$ cat src/rtl/temp_filter.sv
// Four-sample moving-average temperature filter with registered, rounded output.
// Optional spike rejection is compiled in with the SPIKE_REJECT_EN macro.
module temp_filter #(
    parameter int SPIKE_THRESH = 4,
    parameter int SPIKE_LIMIT  = 3
) (
    input  logic       clk,
    input  logic       rst_n,
    input  logic       sample_valid,
    input  logic [4:0] sample,
    output logic [4:0] temperature,
    output logic       temp_valid,
    output logic [1:0] spike_count
);

    // Parameters must fit the 5-bit sample range and the 2-bit spike counter.
    if (SPIKE_THRESH < 0 || SPIKE_THRESH > 31) begin : g_bad_thresh
        $error("temp_filter: SPIKE_THRESH out of range");
    end
    if (SPIKE_LIMIT < 0 || SPIKE_LIMIT > 3) begin : g_bad_limit
        $error("temp_filter: SPIKE_LIMIT out of range");
    end

    logic [3:0][4:0] window;
    logic [6:0]      sum;
    logic [2:0]      fill;
    logic [6:0]      sum_next;
    logic [2:0]      fill_next;
    logic            accept;

    function automatic logic [4:0] round_avg(input logic [6:0] total);
        // total <= 124, so total + 2 still fits in 7 bits
        return 5'((total + 7'd2) >> 2);
    endfunction

    // window[3] is the oldest entry; it reads 0 until four samples have arrived
    assign sum_next  = sum + {2'b00, sample} - {2'b00, window[3]};
    assign fill_next = (fill == 3'd4) ? 3'd4 : fill + 3'd1;

`ifdef SPIKE_REJECT_EN
    localparam logic [5:0] THRESH = 6'(SPIKE_THRESH);
    localparam logic [1:0] LIMIT  = 2'(SPIKE_LIMIT);

    logic signed [5:0] diff;
    logic              spike;

    function automatic logic [5:0] abs_diff(input logic signed [5:0] d);
        return (d < 0) ? 6'(-d) : 6'(d);
    endfunction

    assign diff   = $signed({1'b0, sample}) - $signed({1'b0, temperature});
    assign spike  = temp_valid && (abs_diff(diff) > THRESH);
    assign accept = sample_valid && (!spike || (spike_count == LIMIT));

    always_ff @(posedge clk or negedge rst_n) begin
        if (!rst_n) begin
            spike_count <= 2'd0;
        end else if (sample_valid) begin
            if (spike && (spike_count != LIMIT)) begin
                spike_count <= spike_count + 2'd1;
            end else begin
                spike_count <= 2'd0;
            end
        end
    end
`else
    assign accept      = sample_valid;
    assign spike_count = 2'd0;
`endif

    always_ff @(posedge clk or negedge rst_n) begin
        if (!rst_n) begin
            window      <= '0;
            sum         <= 7'd0;
            fill        <= 3'd0;
            temperature <= 5'd0;
            temp_valid  <= 1'b0;
        end else if (accept) begin
            window      <= {window[2:0], sample};
            sum         <= sum_next;
            fill        <= fill_next;
            temperature <= round_avg(sum_next);
            temp_valid  <= temp_valid | (fill_next == 3'd4);
        end
    end

endmodule

$ cat config.mk
export PLATFORM = sky130hd
export DESIGN_NAME = temp_filter
export DESIGN_NICKNAME = d
export VERILOG_FILES = /design/src/rtl/temp_filter.sv
export SDC_FILE = /design/constraint.sdc
export NUM_CORES = 1
export LEC_CHECK = 0
export ABC_AREA = 0
export CAP_MARGIN = 20
export CORE_UTILIZATION = 30
export DETAILED_ROUTE_END_ITERATION = 12
export GPL_TIMING_DRIVEN = 0
export MAX_ROUTING_LAYER = met4
export PLACE_DENSITY = 0.59
export SYNTH_ARGS = -nofsm -noshare
export SYNTH_HDL_FRONTEND = slang
export SYNTH_SLANG_ARGS = --single-unit
$ cat constraint.sdc
create_clock -name clk -period 3.55 [get_ports clk]
set_clock_uncertainty 0.1 [all_clocks]
set_input_delay 0.71 -clock clk [delete_from_list [all_inputs] [get_ports clk]]
set_output_delay 0.71 -clock clk [all_outputs]
set_load 0.01 [all_outputs]
=== Word level (Yosys, flattened, before mapping) ===
Cells that the tools add are included.

* Word-level logic and storage cells: 16
* Output and inout bits: 8
* Register bits after elaboration: 36
* Input bits: 8

* Add/sub/neg operators: 4
* Multiplexer cells: 1
* Equal/unequal tests: 2
* Bitwise logic cells: 1

{| class="wikitable"
|+ Operator list
! operator !! number
|-
| adder 7 x 2 -> 7 bit, second input constant || 1
|-
| adder 7 x 5 -> 7 bit || 1
|-
| subtractor 7 x 5 -> 7 bit || 1
|-
| equality test 3 bit, second input constant || 2
|-
| adder 3 x 1 -> 3 bit, second input constant || 1
|-
| two-way mux 3 bit || 1
|-
| OR 1 bit || 1
|}

=== Longest topological paths before layout ===
Gate-level depths: netlist (run 1).

* Depth in word-level cells: 4
* Mapped depth: 12
* Depth with buffers taken out: 12

=== Worst setup path after synthesis (run 1) ===
No wires, ideal clock.

* Path kind: input to register
* Start: in sample[1]
* End: reg temperature[3]
* Slack: 0.644 ns
* Library setup time: 0.077 ns
* Arrival: 2.728 ns
* Data required time: 3.373 ns
* Buffers on the path: 0
* Cell stages on the path: 9
* Cells stage by stage: inv_1 -> fa_1 -> fa_1 -> nand2b_1 -> a21oi_1 -> xor2_1 -> nand3_1 -> xor2_1 -> a21oi_1

* Longest elaborated chain between the ends: 3

{| class="wikitable"
|+ RTL lines
! what !! RTL line !! text
|-
| from (decl) || 10 || <nowiki>input logic [4:0] sample,</nowiki>
|-
| adder 7 x 5 -> 7 bit || 37 || <nowiki>assign sum_next = sum + {2'b00, sample} - {2'b00, window[3]};</nowiki>
|-
| subtractor 7 x 5 -> 7 bit || 37 ||
|-
| adder 7 x 2 -> 7 bit || 33 || <nowiki>return 5'((total + 7'd2) >> 2);</nowiki>
|-
| to (signal assigned) || 82 || <nowiki>temperature <= round_avg(sum_next);</nowiki>
|-
| to (decl) || 11 || <nowiki>output logic [4:0] temperature,</nowiki>
|}

Every way passes these cells.
A chain may end at the register's enable or synchronous reset.

=== Worst setup path in the final report (run 1) ===
Ends and elaborated chain as after synthesis.

==> flow_metrics.env, run 1 <==
export IMPL_cts_tree="built"
export IMPL_finalCritPeriodShare_pct=93.5
export IMPL_crit_type="input pin to register"
export IMPL_core_um2=6030
export IMPL_initial_utilization_pct=31.7
export IMPL_drt_iter0_drc=28
export IMPL_ff2ff_path_depth=8
export IMPL_vias=1219
export IMPL_critPathCaptureType="register"
export IMPL_fin_util_pct=37.2
export IMPL_drt_first_pass_iters=2
export IMPL_grt_max_degree=37
export IMPL_finalHoldViolations=0
export IMPL_hold_class="register to register"
export IMPL_viasPerCell=4.48
export IMPL_fill_cells=617
export IMPL_pwr_density_cell_nw_per_um2=1030
export IMPL_cts_root_buf="clkbuf_8"
export IMPL_seqCellArea_um2=901
export IMPL_die_y_um=81.8
export IMPL_post_dp_hpwl_um=2390
export IMPL_area_growth_pct=17.1
export IMPL_layout_common_cells="dfrtp_1 (36), inv_1 (27), mux2_2 (22)"
export IMPL_holdWs_ns=0.370
export IMPL_synth_cell_type_count=29
export IMPL_whs_path_depth=1
export IMPL_final_common_cell="dfrtp_1"
export IMPL_clock_sinks=36
export IMPL_cp_max_fo=4
export IMPL_total_power_mw=2.31
export IMPL_drive_gt1_share_pct=19.3
export IMPL_fp_dieW_um=81.8
export IMPL_core_rowCount=28
export IMPL_required_ns=3.66
export IMPL_antenna_found_initial=0
export IMPL_grt_pass1_wl_um=5530
export IMPL_syn_cell_area_um2=1910
export IMPL_fmax_mhz=301
export IMPL_htreeDepth=2
export IMPL_grt_pass1_vias=1226
export IMPL_cp_start_kind="input pin"
export IMPL_cts_made_buffers=5
export IMPL_synthCells=176
export IMPL_r2r_slack_ns=0.83
export IMPL_antenna_cells=0
export IMPL_netlist_top_cell_by_area="dfrtp_1"
export IMPL_multi_input_area_um2=887
export IMPL_grt_ovfl_total=0
export IMPL_max_cap_viol_count=0
export IMPL_setup_ws_ns=0.232
export IMPL_min_period_ns=3.32
export IMPL_synth_seq_cells=36
export IMPL_ys_seq_area_share_pct=47.1
export IMPL_synth_top_area_share_pct=47.1
export IMPL_max_slew_margin_pct=46.4
export IMPL_io_pins=16
export IMPL_synth_area_per_cell_um2=10.9
export IMPL_die_area_um2=6700
export IMPL_track_usage_pct=11.5
export IMPL_final_nets=219
export IMPL_grt_setup_unrepaired="false"
export IMPL_outcome="finished, final reports clean"
export IMPL_portBuffers=12
export IMPL_clk_latency_ns=0.28
export IMPL_clk_pin_slew_ns=0.07
export IMPL_yosys_warnings=0
export IMPL_avgRoutedWirePerCell_um=11.8
export IMPL_place_ws_ns=-0.110
export IMPL_place_congestion=0.817
export IMPL_setup_viol_count_final=0
export IMPL_ant_nets=0
export IMPL_tightest_slew_ns=0.804
export IMPL_synth_area_leaders="dfrtp_1 (47%), mux2_2 (13%), ha_1 (6.5%)"
export IMPL_drcViolationCount=0
export IMPL_drt_wl_total_um=3210
export IMPL_worstPathArrival_ns=3.43
export IMPL_p_leak_nw=1.03
export IMPL_clockBufferDepth=2
export IMPL_ir_drop_mv=0.423
export IMPL_cts_hold_fix_buffers=0
export IMPL_drv_slew=0
==> cell families after synthesis <==
family                   Yosys count  synth area share [%]
XOR/XNOR                           9                  4.12
multiplexers                      23                  13.5
AND/OR/NAND/NOR                   33                  8.57
other                              1                 0.196
flip-flops                        36                  47.1
adder cells (fa/ha/maj)           15                  11.8
buffers and inverters             34                  7.07
AO/OA/AOI/OAI                     25                  7.66
==> power by group <==
group	internal, mW	total (mW)	switching, mW
Combinational	0.612	1.35	0.736
Clock	0.208	0.351	0.143
Sequential	0.549	0.613	0.0644
Total	1.37	2.31	0.943
==> repair_timing <==
action	CTS	global route
resized for setup	0	1
hold endpoints to repair	0	0
buffers inserted	0	0
setup endpoints to repair	0	3
==> registers in the layout, indices dropped and copies added, names as in the netlist <==
name	cells
temp_valid	1
fill	3
window	20
sum	7
temperature	5
==> path summary, 6_finish.rpt <==
path                                   startpoint                         end
setup reg to reg           window[16]$_DFFE_PN0P_  temperature[3]$_DFFE_PN0P_
hold / removal             temp_valid$_DFFE_PN0P_      temp_valid$_DFFE_PN0P_
max in group asynchronous                   rst_n          sum[1]$_DFFE_PN0P_
hold reg to reg            temp_valid$_DFFE_PN0P_      temp_valid$_DFFE_PN0P_
min in group asynchronous                   rst_n      temp_valid$_DFFE_PN0P_
setup / recovery                        sample[1]  temperature[3]$_DFFE_PN0P_
==> synth_stat cells <==
master and n:
dfrtp_1 36, xor2_1 5, nand3_1 3, o21ai_1 1
fa_1 5, conb_1 1, mux2i_1 1, nand2_1 11
o211ai_1 1, clkbuf_1 5, ha_1 10, a31o_2 1
a211o_1 1, xnor2_1 4, nand3_2 1, a311oi_1 1
nor2_1 12, nand2b_1 1, inv_1 27, nor2b_1 1
nor3b_1 1, a21oi_1 9, and2_1 1, mux2_2 22
buf_4 2, a211oi_2 1, nand4_2 1, o21ai_0 10
or4b_4 1
==> per-layer routing <==
metal  track usage (%)  routed length (um)
met5                 -                   0
met1              14.5                1600
met2              18.4                1480
met3              2.67                  93
met4              3.16                  33
==> critical path, stage by stage <==
cell and delay, ns:
clkdlybuf4s50_1 0.49, inv_1 0.07, fa_1 0.53, fa_1 0.47, nand2b_1 0.18, a21oi_1 0.16
xor2_1 0.37, nand3_1 0.15, xor2_1 0.16, a21oi_1 0.15
==> area by class of cell <==
class                   count  share of cell area, %
inverters                  27                   4.53
multi-input cells         107                   39.6
well taps                  75                   4.19
plain buffers               7                   1.51
clock buffers               6                   3.24
repair buffers             12                   5.14
flip-flops and latches     36                   40.2
clock inverters             2                   1.56
==> metrics by stage <==
step                      cells  TNS, ns  cell area, um^2
after floorplan             177        0             1920
after global placement      264   -0.202             2130
after detailed placement    264   -0.249             2120
after CTS                   272        0             2230
after global routing        272        0             2240
final                       272        0             2240
Note: power is estimated with default switching activity, not from simulation.
==> run 2, diff against run 1 <==
CAP_MARGIN = default   (was 20)
CORE_MARGIN = 4   (was default)
GPL_TIMING_DRIVEN = default   (was 0)
==> flow_metrics.env, run 2 (synthesized netlist as in run 1, its figures left out) <==
export IMPL_wl_met1_um=1500
export IMPL_outcome="finished, final reports clean"
export IMPL_clk_latency_ns=0.28
export IMPL_track_usage_pct=9.74
export IMPL_required_ns=3.58
export IMPL_clockBufferDepth=2
export IMPL_antenna_cells=0
export IMPL_drcViolationCount=0
export IMPL_max_cap_viol_count=0
export IMPL_path_cells="clkdlybuf4s50_1 -> inv_1 -> fa_1 -> inv_1 -> ha_1 -> a211oi_2 -> or4b_4 -> nand3_2 -> nand4_2 -> xor2_1 -> a21oi_1"
export IMPL_portBuffers=13
export IMPL_cpMaxStageDelayCell="fa_1"
export IMPL_tightest_slew_ns=0.877
export IMPL_finalNonFillerCells=270
export IMPL_grt_pass1_vias=1322
export IMPL_io_pins=16
export IMPL_max_slew_margin_pct=41.6
export IMPL_grt_pass1_wl_um=5690
export IMPL_setup_ws_ns=0.309
export IMPL_finalCritPeriodShare_pct=91.3
export IMPL_core_um2=6060
export IMPL_fmax_mhz=309
export IMPL_viasPerCell=4.49
export IMPL_core_rowCount=28
export IMPL_antenna_found_initial=0
export IMPL_area_growth_pct=15.9
export IMPL_post_dp_hpwl_um=2260
export IMPL_wl_met3_um=101
export IMPL_place_ws_ns=-0.00789
export IMPL_die_area_um2=7710
export IMPL_clk_pin_slew_ns=0.07
export IMPL_cp_start_kind="input pin"
export IMPL_setup_viol_count_final=0
export IMPL_worstPathArrival_ns=3.27
export IMPL_reg_top3="window x20, sum x7, temperature x5"
export IMPL_final_common_cell="dfrtp_1"
export IMPL_crit_type="input pin to register"
export IMPL_min_period_ns=3.24
export IMPL_worst_path_most_repeated_cell="inv_1"
export IMPL_drv_slew=0
export IMPL_largest_register_ff_count=20
export IMPL_cts_root_buf="clkbuf_8"
export IMPL_cp_max_fo=3
export IMPL_dp_cells=262
export IMPL_cts_hold_fix_buffers=0
export IMPL_drt_wl_total_um=3130
export IMPL_drt_iter0_drc=46
export IMPL_grt_max_degree=49
export IMPL_final_nets=217
export IMPL_drive_gt1_share_pct=20.0
export IMPL_fp_dieW_um=87.8
export IMPL_wl_met2_um=1490
export IMPL_critPathCaptureType="register"
export IMPL_cts_made_buffers=5
export IMPL_clock_sinks=36
export IMPL_htreeDepth=2
export IMPL_vias=1211
export IMPL_cts_resized=0
export IMPL_drt_first_pass_iters=4
export IMPL_hold_class="register to register"
export IMPL_topRoutingLayerUsed="met4"
export IMPL_grt_setup_unrepaired="false"
export IMPL_die_y_um=87.8
export IMPL_avgRoutedWirePerCell_um=11.6
export IMPL_grt_ovfl_total=0
export IMPL_regMostFlops="window"
export IMPL_layout_common_cells="dfrtp_1 (36), inv_1 (27), mux2_2 (22)"
export IMPL_finalHoldViolations=0
export IMPL_post_cts_buffers=0
export IMPL_cts_tree="built"
export IMPL_initial_utilization_pct=31.5
export IMPL_ant_nets=0
export IMPL_crit_path_max_incr_delay_ns=0.58
export IMPL_place_congestion=0.716
run 2: critical path: cells and delay by family:
kind | cells | cell delay [ns]
and+or+nand+nor | 3 | 0.77
xor gates and xnor gates | 1 | 0.16
adders and majority gates | 2 | 0.87
AOI/OAI and AO/OA | 2 | 0.16
buffers and inverters | 3 | 0.60
run 2: worst paths after layout:
path                       depth (start not counted)  slack (ns)              startpoint                          to
min in group asynchronous                          1        0.41                   rst_n  temperature[4]$_DFFE_PN0P_
setup reg to reg                                  11        0.90  window[15]$_DFFE_PN0P_  temperature[4]$_DFFE_PN0P_
hold / removal                                     1        0.37  temp_valid$_DFFE_PN0P_      temp_valid$_DFFE_PN0P_
hold reg to reg                                    1        0.37  temp_valid$_DFFE_PN0P_      temp_valid$_DFFE_PN0P_
setup / recovery                                  11        0.31               sample[1]  temperature[4]$_DFFE_PN0P_
max in group asynchronous                          1        2.42                   rst_n      window[15]$_DFFE_PN0P_
run 2: area by class of cell:
cell class,count,area [um^2]
clock buffer,8,90.1
fill,633,3840
multi-input combinational,107,880
sequential,36,901
timing repair buffer,17,150
inverter,27,101
tap,75,93.8
run 2: per-stage QoR:
stage / instance area [um^2] / hold WS (ns) / TNS (ns) / utilization, %
after detailed placement: 2130 / 0.364 / -0.00789 / 35.1
after CTS: 2220 / 0.380 / 0 / 36.6
after floorplan: 1920 / 0.314 / 0 / -
after global placement: 2130 / 0.358 / 0 / 35.1
final: 2220 / 0.373 / 0 / 36.6
after global routing: 2220 / 0.399 / 0 / 36.6
run 2: layer usage:
metal | GRT usage (%) | vias to the layer above
li1 | - | 603
met1 | 11.3 | 588
met2 | 15.7 | 15
met3 | 2.82 | 5
met4 | 4.18 | 0
met5 | - | -
Power of run 2 is not shown: default switching activity piles up to over one toggle a cycle in this logic, so the estimate is an artifact.
